### src/rtl/imm_encoder_pkg.sv
// Shared decode definitions: immediate formats, per-format legal ranges,
// and error codes reported by the immediate encoder.
package imm_encoder_pkg;

  // Same encoding the decode-stage extender uses for ImmSrc.
  typedef enum logic [1:0] {
    IMM_I = 2'b00,
    IMM_S = 2'b01,
    IMM_B = 2'b10,
    IMM_J = 2'b11
  } imm_src_e;

  // Inclusive signed limits of the immediate each format can carry.
  localparam logic signed [31:0] IS_MIN = -32'sd2048;
  localparam logic signed [31:0] IS_MAX = 32'sd2047;
  localparam logic signed [31:0] B_MIN  = -32'sd4096;
  localparam logic signed [31:0] B_MAX  = 32'sd4094;
  localparam logic signed [31:0] J_MIN  = -32'sd1048576;
  localparam logic signed [31:0] J_MAX  = 32'sd1048574;

  // Reasons a bundle is rejected.
  localparam logic [1:0] ERR_RANGE    = 2'b00;
  localparam logic [1:0] ERR_MISALIGN = 2'b01;

  // True when v lies inside [lo, hi].
  function automatic logic in_range(input logic signed [31:0] v,
                                    input logic signed [31:0] lo,
                                    input logic signed [31:0] hi);
    return (v >= lo) && (v <= hi);
  endfunction

endpackage

### src/rtl/imm_encoder_pack.sv
// Combinational field scatter into the RISC-V I/S/B/J layouts, plus the
// alignment and range check of the immediate for the selected format.
module imm_encoder_pack
  import imm_encoder_pkg::*;
#(
  parameter int WIDTH = 32
) (
  input  imm_src_e         imm_src,
  input  logic [6:0]       opcode,
  input  logic [4:0]       rd,
  input  logic [4:0]       rs1,
  input  logic [4:0]       rs2,
  input  logic [2:0]       funct3,
  input  logic [WIDTH-1:0] imm,
  output logic [WIDTH-1:0] word,
  output logic             legal,
  output logic [1:0]       err_code
);

  logic [31:0]        word_s;
  logic signed [31:0] imm_sv_s;
  logic signed [31:0] lo_s;
  logic signed [31:0] hi_s;
  logic               odd_s;

  assign imm_sv_s = imm[31:0];
  assign word     = word_s;

  // Scatter the immediate for the selected format and classify it; misalignment wins over range.
  always_comb begin
    word_s = 32'h0000_0000;
    lo_s   = IS_MIN;
    hi_s   = IS_MAX;
    odd_s  = 1'b0;
    case (imm_src)
      IMM_I: word_s = {imm[11:0], rs1, funct3, rd, opcode};
      IMM_S: word_s = {imm[11:5], rs2, rs1, funct3, imm[4:0], opcode};
      IMM_B: begin
        word_s = {imm[12], imm[10:5], rs2, rs1, funct3, imm[4:1], imm[11], opcode};
        lo_s   = B_MIN;
        hi_s   = B_MAX;
        odd_s  = imm[0];
      end
      IMM_J: begin
        word_s = {imm[20], imm[10:1], imm[11], imm[19:12], rd, opcode};
        lo_s   = J_MIN;
        hi_s   = J_MAX;
        odd_s  = imm[0];
      end
      default: word_s = 32'h0000_0000;
    endcase

    if (odd_s) begin
      legal    = 1'b0;
      err_code = ERR_MISALIGN;
    end else if (!in_range(imm_sv_s, lo_s, hi_s)) begin
      legal    = 1'b0;
      err_code = ERR_RANGE;
    end else begin
      legal    = 1'b1;
      err_code = ERR_RANGE;
    end
  end

endmodule

### src/rtl/imm_encoder.sv
// Immediate encoder: accepts instruction fields plus a signed immediate,
// packs them into a RISC-V instruction word and streams the words into
// instruction memory at consecutive addresses. Two-stage pipeline:
// stage 1 captures the packed word and its check result, stage 2 drives
// the memory write port or raises a one-cycle error pulse.
module imm_encoder
  import imm_encoder_pkg::*;
#(
  parameter int WIDTH      = 32,
  parameter int ADDR_WIDTH = 10,
  parameter int BASE_ADDR  = 0
) (
  input  logic                  clk,
  input  logic                  rst,
  input  logic                  start,
  input  logic                  in_valid,
  output logic                  in_ready,
  input  logic [1:0]            ImmSrc,
  input  logic [6:0]            opcode,
  input  logic [4:0]            rd,
  input  logic [4:0]            rs1,
  input  logic [4:0]            rs2,
  input  logic [2:0]            funct3,
  input  logic [WIDTH-1:0]      imm,
  output logic                  mem_we,
  output logic [ADDR_WIDTH-1:0] mem_addr,
  output logic [WIDTH-1:0]      mem_wdata,
  input  logic                  mem_ready,
  output logic                  err_valid,
  output logic [1:0]            err_code,
  output logic                  wrapped
);

  localparam logic [ADDR_WIDTH-1:0] BASE = ADDR_WIDTH'(BASE_ADDR);

  logic [WIDTH-1:0]      pack_word_s;
  logic                  pack_legal_s;
  logic [1:0]            pack_err_s;

  logic                  s1_valid_r;
  logic                  s1_legal_r;
  logic [1:0]            s1_err_r;
  logic [WIDTH-1:0]      s1_word_r;

  logic                  mem_we_r;
  logic [WIDTH-1:0]      mem_wdata_r;
  logic                  err_valid_r;
  logic [1:0]            err_code_r;
  logic [ADDR_WIDTH-1:0] mem_addr_r;
  logic                  wrapped_r;

  logic                  s2_advance_s;
  logic                  in_ready_s;
  logic                  write_done_s;

  imm_encoder_pack #(.WIDTH(WIDTH)) u_pack (
    .imm_src  (imm_src_e'(ImmSrc)),
    .opcode   (opcode),
    .rd       (rd),
    .rs1      (rs1),
    .rs2      (rs2),
    .funct3   (funct3),
    .imm      (imm),
    .word     (pack_word_s),
    .legal    (pack_legal_s),
    .err_code (pack_err_s)
  );

  // Only a pending write can stall stage 2; an error bundle always retires.
  assign s2_advance_s = !mem_we_r || mem_ready;
  assign in_ready_s   = !rst && (!s1_valid_r || s2_advance_s);
  assign write_done_s = mem_we_r && mem_ready;

  assign in_ready  = in_ready_s;
  assign mem_we    = mem_we_r;
  assign mem_wdata = mem_wdata_r;
  assign err_valid = err_valid_r;
  assign err_code  = err_code_r;
  assign mem_addr  = mem_addr_r;
  assign wrapped   = wrapped_r;

  // Two-stage pipeline: capture the packed bundle, then present it as a write or an error pulse.
  always_ff @(posedge clk) begin
    if (rst) begin
      s1_valid_r  <= 1'b0;
      s1_legal_r  <= 1'b0;
      s1_err_r    <= ERR_RANGE;
      s1_word_r   <= '0;
      mem_we_r    <= 1'b0;
      mem_wdata_r <= '0;
      err_valid_r <= 1'b0;
      err_code_r  <= ERR_RANGE;
    end else begin
      if (in_ready_s) begin
        s1_valid_r <= in_valid;
        if (in_valid) begin
          s1_legal_r <= pack_legal_s;
          s1_err_r   <= pack_err_s;
          s1_word_r  <= pack_word_s;
        end
      end
      if (s2_advance_s) begin
        mem_we_r    <= s1_valid_r && s1_legal_r;
        err_valid_r <= s1_valid_r && !s1_legal_r;
        if (s1_valid_r && s1_legal_r) begin
          mem_wdata_r <= s1_word_r;
        end
        if (s1_valid_r && !s1_legal_r) begin
          err_code_r <= s1_err_r;
        end
      end
    end
  end

  // Write address: advance on each accepted write, wrap with a sticky flag, reload on start.
  always_ff @(posedge clk) begin
    if (rst) begin
      mem_addr_r <= BASE;
      wrapped_r  <= 1'b0;
    end else if (start) begin
      mem_addr_r <= BASE;
      wrapped_r  <= 1'b0;
    end else if (write_done_s) begin
      mem_addr_r <= mem_addr_r + {{(ADDR_WIDTH-1){1'b0}}, 1'b1};
      if (&mem_addr_r) begin
        wrapped_r <= 1'b1;
      end
    end
  end

endmodule

### config.mk
export PLATFORM = sky130hd
export DESIGN_NAME = imm_encoder
export DESIGN_NICKNAME = d
export VERILOG_FILES = /design/src/rtl/imm_encoder_pkg.sv /design/src/rtl/imm_encoder_pack.sv /design/src/rtl/imm_encoder.sv
export SDC_FILE = /design/constraint.sdc
export NUM_CORES = 1
export LEC_CHECK = 0
export ABC_AREA = 1
export ABC_CLOCK_PERIOD_IN_PS = 4770
export BUFFER_PORTS_ARGS = -buffer_cell sky130_fd_sc_hd__buf_2
export CORE_MARGIN = 5
export CORE_UTILIZATION = 50
export DETAILED_ROUTE_END_ITERATION = 12
export PLACE_DENSITY = 0.83
export REMOVE_ABC_BUFFERS = 1
export SLEW_MARGIN = 15
export SYNTH_ARGS = -nofsm -noshare
export SYNTH_HDL_FRONTEND = slang
export SYNTH_HIERARCHICAL = 1
export SYNTH_SLANG_ARGS = --single-unit
### constraint.sdc
create_clock -name clk -period 4.77 [get_ports clk]
set_input_delay 0.477 -clock clk [delete_from_list [all_inputs] [get_ports clk]]
set_output_delay 0.477 -clock clk [all_outputs]
set_load 0.01 [all_outputs]
# Word-level counts from Yosys, hierarchy flattened
# Index checks and enable logic that the tools add are counted.
classes:
  add_sub_neg: 1
  n_lt_le_gt_ge: 2
  eq_ne: 3
  mux: 7
  reduce_logical: 18
op_table:
  columns: ["operator", "count"]
  rows:
  - ["one-hot mux 32 bit (4 select lines)", 1]
  - ["one-hot mux 20 bit (2 select lines)", 2]
  - ["greater-or-equal comparator 32 x 21 -> 1 bit", 1]
  - ["<= comparator 32 x 21 -> 1 bit", 1]
  - ["AND reduction 11 bit", 1]
  - ["adder 10 x 1 -> 10 bit (second input constant)", 1]
  - ["AND reduction 2 bit", 3]
  - ["logical AND 1 bit", 5]
  - ["== test 2 bit (second input constant)", 2]
  - ["logical NOT 1 bit", 4]
  - ["two-way mux 1 bit", 4]
  - ["OR reduction 2 bit", 2]
  - ["== test 2 x 1 -> 1 bit (second input constant)", 1]
  - ["logical NOT 2 bit", 1]
  - ["logical OR 1 bit", 2]
totals:
  reg_bits: 83
  in_bits: 64
  output_inout_bits: 48
  word_cells: 41

# Logic depth before layout (Yosys ltp)
logic_depth:
  word_depth: 6
  depth_mapped: 14
  ltp_nobuf: 14

# By module
# Netlist, hierarchy kept.
modules_own_cells:
  columns: ["module", "instances", "cells_each", "area_per_inst_um2", "seq_area_each_um2"]
  rows:
  - ["imm_encoder", 1, 400, 3075.4, 1661.6]
  - ["imm_encoder_pack", 1, 219, 1182.4, 0.0]

# Worst setup path before layout
# OpenSTA, ideal clock, no wires.
synth_path:
  kind: "input port to flip-flop"
  start: "in ImmSrc[0]"
  end: "reg s1_legal_r"
  setup_time_ns: 0.058
  arrival_ns: 1.914
  t_required_ns: 4.712
  path_slack_ns: 2.798
  stages: 14
  path_buffers: 1
  cell_sequence: "nand2_1 -> buf_2 -> ha_1 -> nor2_2 -> nand2_1 -> nor2_1 -> nand2_1 -> nor2_1 -> nor2_1 -> nand2_1 -> nand2_1 -> nor2_1 -> nand2_1 -> nand2_1"
synth_via:
  elab_chain_len: 6
  word_cells_on_any_way: 11
  cone_classes: "order compare: 2; eq/ne: 2; mux: 5; reduce/logical: 2"
synth_rtl:
  columns: ["element", "line", "source"]
  rows:
  - ["start: declaration", "imm_encoder.sv:18", "input logic [1:0] ImmSrc,"]
  - ["== test 2 bit", "imm_encoder_pack.sv:35", "case (imm_src)"]
  - ["one-hot mux 20 bit (2 select lines)", "imm_encoder_pack.sv:35", null]
  - ["greater-or-equal comparator 32 x 21 -> 1 bit or <= comparator 32 x 21 -> 1 bit (tied branches)", "imm_encoder_pkg.sv:29", "return (v >= lo) && (v <= hi);"]
  - ["logical AND 1 bit", "imm_encoder_pkg.sv:29", null]
  - ["two-way mux 1 bit", "imm_encoder_pack.sv:56", "end else if (!in_range(imm_sv_s, lo_s, hi_s)) begin"]
  - ["two-way mux 1 bit (*)", "imm_encoder_pack.sv:53", "if (odd_s) begin"]
  - ["via pack_legal_s", "imm_encoder.sv:37", "logic pack_legal_s;"]
  - ["end signal: assignment", "imm_encoder.sv:97", "s1_legal_r <= pack_legal_s;"]
  - ["end: declaration", "imm_encoder.sv:41", "logic s1_legal_r;"]
# The timed path passes the listed nets; every way through them passes the cells marked *.
# A chain may end at the register's enable or synchronous reset.

# Worst setup path after layout
layout_path:
  start: "in ImmSrc[1]"
  end: "reg s1_legal_r"
# Same word-level chain as after synthesis.

==> results.yml <==
die:
  die_h_microns: 102.3
  die_x_microns: 102.3
  die_area_sq_um: 10460
  core-area_sq_um: 8258
  io_pins: 112
  start_util: 0.5156
  rows: 33
power_and_ir_drop:
  power_density_nw_per_um2: 295.0
  ir_worst_vdd_v: 0.0002082
  p_leak_nw: 2.609
grt:
  grt.total_usage: 0.1969
  met2_usage: 0.3428
  grt_use_met1: 0.2349
  met3_usage: 0.04915
  grt_pass1_wl_mm: 16.79
  grt_overflow: 0
  grt_max_degree: 72
  antenna_found_initial: 0
  grt_pass1_vias: 3909
  grt-busiest-layer: "met2"
flow_run:
  cap_violations: 0
synthesis:
  synth_top_area_frac: 0.3902
  yosys.area_share.adder: 0.06759
  ys_seq_elements: 83
  synth_compound_area_frac: 0.08346
  yosys.area_share.simple: 0.3512
  ys_seq_area_frac: 0.3902
  syn_area_sq_um: 4258
  synthTopCellsByArea: "dfxtp_1, nand2_1, nor2_1"
  yosysTopAreaCell: "dfxtp_1"
  syn_area_per_cell_sq_um: 6.879
  synth_top_family_by_area: "simple AND/OR/NAND/NOR gates"
  synthXorXnorAreaFrac: 0
  ys_warn_count: 6
  synthMuxAreaShare: 0
  synth.distinct_cells: 33
  netlist_instances: 619
clocking:
  clock_path_buffers: 2
  root_buffer: "clkbuf_8"
  cts_sinks: 83
  post_cts_resized: 0
  cts_hold_buf: 0
  cts_tree: "done"
  clock_latency_ns: 0.34
  clkTransAtPathRegs_ns: 0.08
  h-tree-depth: 3
  postCtsSetupRepairBufs: 0
  cts_made_buffers: 9
sta:
  report.final.setup_viol: 0
  fmax_mhz: 437.6
  skew_ns: 0.005610
  slew-limit-headroom: 0.2839
  whs_ns: 0.3364
  rsz0062_at_grt: "false"
  final_hold_viol_count: 0
  finalCritPeriodShare: 0.4791
  max_slew.worst_pin.slew_ns: 1.073
  drv_slew: 0
  tns_ns: 0
  fin_crit_ns: 2.285
finish:
  nets: 791
  area_delta_synth_final_pct: 15.02
  register_area_sq_um: 1662
  final_common_cell: "nand2_1"
  drive_above_1_share: 0.2116
  layout_common_cells: "nand2_1, nor2_1, buf_2, dfxtp_1, nand3_1"
  stdcell_count: 814
  diodes: 0
  fin_util: 0.5930
  fillers: 816
  multi_input_area_sq_um: 2142
detailed_routing:
  remaining_drc_errors: 0
  firstDrtPassIters: 7
  wl_per_cell_microns: 12.44
  wl_mm: 10.12
  route.vias.total: 4049
  routed_via_density: 4.974
  drt_iter0_drc: 166
  ant_nets: 0
place:
  dp_hpwl_mm: 7.420
  dpl.cell_count: 798
  port_buffers: 111
  gp_congestion: 0.8409
worst_setup_path:
  critPathLaunchType: "input port"
  arrival_ns: 2.57
  crit_type: "in2reg"
  crit_required_ns: 5.05
  setup.worst_path.end_class: "register"
  path_max_fanout: 22
hold_path:
  hold_class: "in2reg"
outcome:
  outcome: "finished, final reports clean"
critical path, stage by stage:
cell and delay, ns:
buf_2 0.13, nand2_1 0.47, ha_1 0.57, nor2_2 0.18
nand2_1 0.07, nor2_1 0.10, nand2_1 0.07, nor2_1 0.10
nor2_1 0.04, nand2_1 0.06, nand2_1 0.04, nor2_1 0.12
nand2_1 0.07, nand2_1 0.07
per-stage QoR:
stage               total power [mW]  instance area (sq um)  setup slack [ns]
finish                         1.445                   4897             2.485
floorplan                     0.8551                   4001             2.696
global route                   1.519                   4897             2.222
detailed placement            0.9273                   4688             2.149
CTS                            1.456                   4897             2.490
global placement              0.9196                   4688             2.228
logic make-up (layout without fill, tap and decap cells):
family / Yosys count / after routing
adder cells (fa/ha/maj): 23 / 23
AO/OA/AOI/OAI: 67 / 67
buffers and inverters: 89 / 179
AND/OR/NAND/NOR: 356 / 356
flip-flops: 83 / 83
other: 1 / 1
path summary, 6_finish.rpt:
kind | from | endpoint | slack, ns | depth (start not counted)
min | opcode[1] | s1_word_r[1]$_SDFFE_PP0P_ | 0.34 | 3
max | ImmSrc[1] | s1_legal_r$_SDFFE_PP0P_ | 2.48 | 14
max reg2reg | s1_valid_r$_SDFFE_PP0P_ | mem_wdata[19]$_SDFFE_PP0P_ | 2.53 | 5
min reg2reg | err_code[1]$_SDFFE_PP0P_ | err_code[1]$_SDFFE_PP0P_ | 0.46 | 2
metal layers:
| layer | vias to the layer above | wire length [microns] |
|---|---|---|
| met1 | 1807 | 4354 |
| li1 | 2104 | - |
| met3 | 16 | 655 |
| met5 | - | 0 |
| met2 | 122 | 4923 |
| met4 | 0 | 189 |
registers in the layout, summed over array words and instances (netlist names):
signal and flops:
s1_word_r 32, s1_legal_r 1, s1_valid_r 1, wrapped 1, err_code 2, err_valid 1
mem_addr 10, mem_wdata 32, mem_we 1, s1_err_r 2
synthesized netlist by cell type (all sizes together):
library cell / number
and2: 1
inv: 52
nor3: 6
conb: 1
o21bai: 1
buf: 31
nor2: 120
o221ai: 1
nor3b: 1
nand4: 4
o211ai: 1
dfxtp: 83
nand3b: 2
a21oi: 23
o311ai: 1
o21ai: 40
ha: 23
clkbuf: 6
nand3: 52
nand2: 170
power by group:
group | leakage (nW) | switching, mW | internal [mW] | total (mW)
sequential | 0.677 | 0.0153 | 0.722 | 0.737
clock | 0.103 | 0.239 | 0.294 | 0.533
combinational | 1.83 | 0.109 | 0.0654 | 0.175
total | 2.61 | 0.364 | 1.08 | 1.44
layout make-up:
cell class | instances | area share
repair buffers | 111 | 0.1134
inverters | 52 | 0.04037
well taps | 105 | 0.02683
multi-input cells | 447 | 0.4374
flip-flops and latches | 83 | 0.3393
clock inverters | 5 | 0.01584
clock buffers | 11 | 0.02683
Note: power is estimated with default switching activity, not from simulation.
